===== config.mk =====
export PLATFORM = sky130hd
export DESIGN_NAME = axi4_partition_rd_flat
export DESIGN_NICKNAME = d
export VERILOG_FILES = /design/src/rtl/axi4_partition_rd_flat.sv
export SDC_FILE = /design/constraint.sdc
export NUM_CORES = 1
export LEC_CHECK = 0
export CORE_ASPECT_RATIO = 1.2
export CORE_MARGIN = 2
export CORE_UTILIZATION = 45
export DETAILED_ROUTE_END_ITERATION = 12
export PLACE_DENSITY_LB_ADDON = 0.12
export SYNTH_ARGS = -nofsm -noshare
export SYNTH_HDL_FRONTEND = slang
export SYNTH_SLANG_ARGS = --single-unit

===== constraint.sdc =====
create_clock -name clk_i -period 2.4 [get_ports clk_i]
set_input_delay 0.6 -clock clk_i [delete_from_list [all_inputs] [get_ports clk_i]]
set_output_delay 0.6 -clock clk_i [all_outputs]
set_load 0.03 [all_outputs]

===== src/rtl/axi4_partition_rd_flat.sv =====
// rtl/axi4_partition_rd_flat.sv - splits one AXI4 read burst into PSIZE-beat sub-bursts, streams data back contiguously
`timescale 1ns/1ps
module axi4_partition_rd_flat #(
    parameter int PSIZE     = 128,
    parameter int IDSIZE    = 4,
    parameter int ASIZE     = 32,
    parameter int DSIZE     = 32,
    parameter int ADDR_STEP = 4
) (
    input  logic              clk_i,
    input  logic              rst_i,

    input  logic              s_arvalid_i,
    output logic              s_arready_o,
    input  logic [ASIZE-1:0]  s_araddr_i,
    input  logic [7:0]        s_arlen_i,
    input  logic [IDSIZE-1:0] s_arid_i,

    output logic              s_rvalid_o,
    input  logic              s_rready_i,
    output logic [DSIZE-1:0]  s_rdata_o,
    output logic [1:0]        s_rresp_o,
    output logic              s_rlast_o,
    output logic [IDSIZE-1:0] s_rid_o,

    output logic              m_arvalid_o,
    input  logic              m_arready_i,
    output logic [ASIZE-1:0]  m_araddr_o,
    output logic [7:0]        m_arlen_o,
    output logic [IDSIZE-1:0] m_arid_o,

    input  logic              m_rvalid_i,
    output logic              m_rready_o,
    input  logic [DSIZE-1:0]  m_rdata_i,
    input  logic [1:0]        m_rresp_i,
    input  logic              m_rlast_i,
    input  logic [IDSIZE-1:0] m_rid_i
);

    localparam logic [1:0] ST_IDLE = 2'd0;
    localparam logic [1:0] ST_CALC = 2'd1;
    localparam logic [1:0] ST_AR   = 2'd2;
    localparam logic [1:0] ST_RD   = 2'd3;

    localparam logic [8:0]       PSIZE_W    = 9'(PSIZE);
    localparam logic [ASIZE-1:0] SUB_STRIDE = ASIZE'(PSIZE * ADDR_STEP);

    logic [1:0]        state_q, state_d;
    logic [8:0]        remain_q, remain_d;
    logic [ASIZE-1:0]  addr_q, addr_d;
    logic [IDSIZE-1:0] id_q, id_d;
    logic              final_q, final_d;
    logic [7:0]        m_arlen_q, m_arlen_d;
    logic              s_arready_q;
    logic              m_arvalid_q;
    logic [ASIZE-1:0]  m_araddr_q;
    logic [IDSIZE-1:0] m_arid_q;

    logic in_rd;
    logic s_ar_hs;
    logic m_ar_hs;
    logic m_rlast_hs;
    logic unused_rid;

    assign in_rd      = (state_q == ST_RD);
    assign s_ar_hs    = s_arvalid_i && s_arready_q;
    assign m_ar_hs    = m_arvalid_q && m_arready_i;
    assign m_rlast_hs = in_rd && m_rvalid_i && s_rready_i && m_rlast_i;
    assign unused_rid = ^m_rid_i;

    always_comb begin
        state_d   = state_q;
        remain_d  = remain_q;
        addr_d    = addr_q;
        id_d      = id_q;
        final_d   = final_q;
        m_arlen_d = m_arlen_q;
        case (state_q)
            ST_IDLE: begin
                if (s_ar_hs) begin
                    remain_d = {1'b0, s_arlen_i} + 9'd1;
                    addr_d   = s_araddr_i;
                    id_d     = s_arid_i;
                    state_d  = ST_CALC;
                end
            end
            ST_CALC: begin
                if (remain_q > PSIZE_W) begin
                    m_arlen_d = 8'(PSIZE_W - 9'd1);
                    final_d   = 1'b0;
                end else begin
                    m_arlen_d = 8'(remain_q - 9'd1);
                    final_d   = 1'b1;
                end
                state_d = ST_AR;
            end
            ST_AR: begin
                if (m_ar_hs) begin
                    remain_d = remain_q - ({1'b0, m_arlen_q} + 9'd1);
                    addr_d   = addr_q + SUB_STRIDE;
                    state_d  = ST_RD;
                end
            end
            ST_RD: begin
                // m_rlast marks the sub-burst end; beats are not counted
                if (m_rlast_hs) begin
                    state_d = final_q ? ST_IDLE : ST_CALC;
                end
            end
            default: state_d = ST_IDLE;
        endcase
    end

    always_ff @(posedge clk_i) begin
        if (rst_i) begin
            state_q     <= ST_IDLE;
            remain_q    <= 9'd0;
            addr_q      <= '0;
            id_q        <= '0;
            final_q     <= 1'b0;
            m_arlen_q   <= 8'd0;
            s_arready_q <= 1'b0;
            m_arvalid_q <= 1'b0;
            m_araddr_q  <= '0;
            m_arid_q    <= '0;
        end else begin
            state_q     <= state_d;
            remain_q    <= remain_d;
            addr_q      <= addr_d;
            id_q        <= id_d;
            final_q     <= final_d;
            m_arlen_q   <= m_arlen_d;
            s_arready_q <= (state_d == ST_IDLE);
            m_arvalid_q <= (state_d == ST_AR);
            // Address and ID are captured once on entry to AR and held until the handshake
            if (state_q == ST_CALC) begin
                m_araddr_q <= addr_q;
                m_arid_q   <= id_q;
            end
        end
    end

    assign s_arready_o = s_arready_q;
    assign m_arvalid_o = m_arvalid_q;
    assign m_araddr_o  = m_araddr_q;
    assign m_arlen_o   = m_arlen_q;
    assign m_arid_o    = m_arid_q;

    assign s_rvalid_o  = in_rd && m_rvalid_i;
    assign m_rready_o  = in_rd && s_rready_i;
    assign s_rdata_o   = m_rdata_i;
    assign s_rresp_o   = m_rresp_i;
    assign s_rid_o     = id_q;
    assign s_rlast_o   = in_rd && m_rlast_i && final_q;

endmodule


Word level (Yosys, flattened, before mapping)
Index checks and enable logic that the tools add are counted.
Widths: inputs -> output; s select.
{ "word_totals": {"latchBits": 0, "input_bits": 89, "mem_count": 0, "rom_bits": 0, "reg_bits": 94, "ram_bits": 0} }
{ "classes": {"reduce_logical": 13, "muxes": 13, "n_addsub": 5, "mul": 0, "n_lt_le_gt_ge": 1, "eq_ne": 6, "div": 0, "shifts": 0, "bitwise_logic": 0} }
{ "op_table": {"columns": ["op", "n"], "rows": [
  ["$mux 32", 2],
  ["$pmux 32 s2", 1],
  ["$add 32x10->32 const B", 1],
  ["$add 8x1->9 const B", 2],
  ["$mux 9", 2],
  ["$pmux 9 s2", 1],
  ["$gt 9x8->1 const B", 1],
  ["$sub 9x9->9", 1],
  ["$logic_and 1x1->1", 8],
  ["$mux 8", 1],
  ["$pmux 2 s4", 1],
  ["$sub 8x1->8 const B", 1],
  ["$eq 2x2->1 const B", 3],
  ["$mux 2", 3],
  ["$logic_not 2->1", 2],
  ["$ne 2x2->1 const B", 2],
  ["$reduce_and 3->1", 1],
  ["$eq 2x1->1 const B", 1],
  ["$mux 1", 2],
  ["$reduce_and 2->1", 1],
  ["$reduce_bool 2->1", 1]
]} }

Longest topological paths before layout
{ "depth": {"word_depth": 7, "mapped_depth": 9, "ltp_nobuf": 9} }

Least setup slack after synthesis
No wires, ideal clock.
{ "synth_path": {"kind": "reg-to-reg", "from": "reg m_arlen_q[0], in the netlist m_arlen_o[0]", "to": "reg remain_q[8]", "path_slack_ps": 488, "synth_period_minus_slack_ps": 1912, "arrival_time_ps": 1795, "path_buffers": 0, "path_stages_with_launch": 10, "path_cell_list": "dfxtp_1 -> inv_1 -> ha_1 -> inv_1 -> fa_1 -> nor2b_1 -> o31ai_1 -> a32oi_1 -> mux2i_1 -> nand2_1"} }
{ "synth_via": {"elab_chain_cells": 4} }
{ "synth_lines": {"columns": ["element", "line", "text"], "rows": [
  ["start, declared", "53", "logic [7:0] m_arlen_q, m_arlen_d;"],
  ["start signal, assigned", "132", "m_arlen_q <= m_arlen_d;"],
  ["$add 8x1->9", "99", "remain_d = remain_q - ({1'b0, m_arlen_q} + 9'd1);"],
  ["$sub 9x9->9", "99", null],
  ["$mux 9", "98", "if (m_ar_hs) begin"],
  ["$pmux 9 s2", "78", "case (state_q)"],
  ["end signal, assigned", "128", "remain_q <= remain_d;"],
  ["end, declared", "49", "logic [8:0] remain_q, remain_d;"]
]} }
Every way passes these cells. The select of a mux whose other input is x is not followed.
A chain may end at the register's enable or synchronous reset.

Worst setup path in the final report
{ "layout_path": {"from": "in m_arready_i", "to": "reg addr_q[27]"} }
{ "layout_via": {"elab_chain_cells": 3} }
{ "layout_lines": {"columns": ["element", "line", "text"], "rows": [
  ["start, declared", "27", "input logic m_arready_i,"],
  ["$logic_and 1x1->1", "67", "assign m_ar_hs = m_arvalid_q && m_arready_i;"],
  ["$ne 2x2->1 (no source line)", null, null],
  ["$reduce_and 3->1 (no source line)", null, null],
  ["end signal, assigned", "129", "addr_q <= addr_d;"],
  ["end, declared", "50", "logic [ASIZE-1:0] addr_q, addr_d;"]
]} }
Every way passes these cells.

==> impl_metrics.py <==
metrics = {
    "outcome": {
        "outcome": "complete, no violations",
    },
    "worst_hold_path": {
        "min_from": "addr_q[2]",
        "min_path_type": "flop to flop",
    },
    "synthesis": {
        "yosysTopAreaCell": "dfxtp_1",
        "synth_area_mm2": 0.004825,
        "ys_ff_latch": 94,
        "synth-seq-area-share": 0.3900,
        "synthTopCellsByCount": "121 x nand2_1, 94 x dfxtp_1, 72 x a21oi_1, 34 x buf_4, 34 x nor2_1",
        "synthArstFlopShare": 0,
        "synth_top_area_share": 0.3900,
        "ys_types": 60,
        "synth_ff_type": "dfxtp_1",
        "mappedNetlistNets": 713,
        "synth.area.top_cells": "dfxtp_1 39%, nand2_1 9.4%, a21oi_1 7.5%, buf_4 5.3%, ha_1 2.9%",
        "postSynthAreaPerCell_um2": 7.883,
        "yosys.cell_count.top_type": "nand2_1",
        "yosysWarnings": 0,
        "synth_edf_count": 0,
        "syn_inst": 612,
    },
    "placement": {
        "post-place-ws_ns": -0.09255,
        "gp_congestion": 0.8717,
        "dpl.hpwl_mm": 8.951,
        "io_buffers": 103,
    },
    "floorplanning": {
        "die-area_mm2": 0.01157,
        "die_w_um": 98.52,
        "rows": 41,
        "fp.dieH_um": 117.4,
        "io_pins": 176,
        "start_util": 0.4610,
        "coreArea_mm2": 0.01047,
    },
    "setup_path": {
        "worstPathRequired_ns": 2.67,
        "critPathLaunch": "m_arready_i",
        "cp_max_fo": 3,
        "crit_path_end_kind": "flop",
        "cp-start-kind": "input port",
        "r2r-start": "addr_q[9]",
        "worst-setup-path-type": "input port to flop",
        "crit_arrival_ns": 2.41,
    },
    "global_routing": {
        "grt_max_degree": 88,
        "grt_pass1_vias": 4344,
        "antenna_found_initial": 0,
        "grt_overflow": 0,
        "grt_pass1_wl_mm": 20.98,
        "grt_use_total": 0.2188,
    },
    "routing": {
        "wirelength_mm": 12.77,
        "antenna_left": 0,
        "first_pass_iters": 4,
        "num_vias": 4591,
        "remaining_drc_errors": 0,
        "via_per_inst": 5.682,
        "drt-initial-drc-count": 267,
        "wl_per_cell_um": 15.80,
    },
    "cts": {
        "postCtsResizedCells": 0,
        "hold_buffers": 0,
        "htree_levels": 3,
        "post_cts_buffers": 0,
        "clock_sinks": 94,
        "cts_tree": "done",
        "clk_latency_ns": 0.34,
        "clock_path_buffers": 2,
        "clk_pin_slew_worst_paths_ns": 0.07,
        "clockRootBuffer": "clkbuf_16",
        "cts_inserted_buffers": 9,
    },
    "sta": {
        "fin_tns_setup_ns": 0,
        "worstMarginPinSlew_ns": 0.4887,
        "finalCriticalPeriod_ns": 2.138,
        "fmax_ghz": 0.4677,
        "fin_skew_ns": 0.007347,
        "holdWs_ns": 0.4496,
        "post-route-period-util": 0.8909,
        "fin_ws_ns": 0.2619,
        "rsz0062_at_grt": "no",
        "final-setup-viol-count": 0,
        "finalMaxSlewViolations": 0,
        "max-slew-margin-rel": 0.6731,
        "finalHoldViolations": 0,
    },
    "job": {
        "maxCapViolCount": 0,
    },
    "power": {
        "power_density_mw_per_mm2": 646.3,
        "switching_share": 0.2733,
        "p_comb_frac": 0.176,
        "leakage_nw": 2.150,
        "seq_power_share": 0.435,
        "p_int_w": 0.002866,
        "switchingPower_w": 0.001078,
        "vdd_drop_max_mv": 0.4252,
        "clockPowerShare": 0.388,
    },
    "cells_and_area": {
        "fill_cells": 977,
        "area_growth_pct": 26.48,
        "antenna_cells": 0,
        "layout.nets": 775,
        "final_layout_size_suffix_gt1_frac": 0.08247,
    },
}
## metal layers
metal  track usage  routed length [um]  up-vias
li1              -                   -     2249
met1        0.2865                5630     2170
met2        0.3567                6198      155
met3       0.04768                 745       17
met4       0.07277                 193        0
met5             0                   0        -
## logic make-up after synthesis
| family | synth area share |
|---|---|
| compound gates | 0.2124 |
| buf+inv | 0.09958 |
| xor+xnor | 0.02178 |
| flops | 0.3900 |
| simple gates | 0.2391 |
| fa+ha+maj | 0.03268 |
| mux | 0.004409 |
## registers in the layout (all words and copies together) (netlist names)
| signal | cells |
|---|---|
| s_rid_o | 4 |
| remain_q | 9 |
| addr_q | 32 |
| s_arready_o | 1 |
| final_q | 1 |
| m_arvalid_o | 1 |
| m_arlen_o | 8 |
| state_q | 2 |
| m_araddr_o | 32 |
| m_arid_o | 4 |
## area by class of cell
cell class                 instances  area (um^2)  area share
multi-input combinational        426         2470      0.4048
timing repair buffer             123         1194      0.1956
tap                              129        161.4     0.02645
inverter                          20        75.07     0.01230
clock inverter                     7        95.09     0.01558
clock buffer                       9        225.2     0.03691
sequential                        94         1882      0.3084
## power by group through the flow
stage               clock network [W]  logic [W]  registers [W]
floorplan                           0   0.000507        0.00177
global placement                    0   0.000680        0.00175
detailed placement                  0   0.000694        0.00175
CTS                           0.00157   0.000698        0.00172
global route                  0.00164   0.000761        0.00173
finish                        0.00153   0.000696        0.00172
## placed cells by master (no fill, tap or decap), types with 6 or more instances in the layout
| master | count |
|---|---|
| inv_1 | 20 |
| nor4_1 | 7 |
| a21oi_1 | 72 |
| a311oi_1 | 6 |
| clkdlybuf4s50_1 | 99 |
| clkbuf_16 | 9 |
| ha_1 | 11 |
| and3_1 | 8 |
| buf_4 | 21 |
| a211oi_1 | 14 |
| a221oi_1 | 7 |
| o21ai_0 | 22 |
| nand3_1 | 11 |
| nand2_1 | 121 |
| xnor2_1 | 8 |
| dfxtp_1 | 94 |
| nor2_1 | 33 |
| nor3_1 | 13 |
| nand4_1 | 6 |
| a31oi_1 | 11 |
| and2_1 | 7 |
## worst max-delay path: stages
cell             delay, ns
clkdlybuf4s50_1       0.51
nand4b_4              0.12
or4_1                 0.53
or4b_1                0.48
a31oi_1               0.16
## through the flow
stage               utilization  power, W  cell area (um^2)  std cells
finish                   0.5831  0.003944              6102        808
global route             0.5831  0.004126              6102        808
CTS                      0.5831  0.003981              6102        808
detailed placement       0.5525  0.002445              5782        792
global placement         0.5525  0.002429              5782        792
floorplan                     -  0.002279              4825        612
## path summary, 6_finish.rpt
path                    to  slack [ns]  depth (start not counted)
max             addr_q[27]        0.26                          5
min          m_araddr_o[2]        0.45                          2
max reg2reg     addr_q[29]        0.31                          6
min reg2reg  m_araddr_o[2]        0.45                          2
Note: power is estimated with default switching activity, not from simulation.
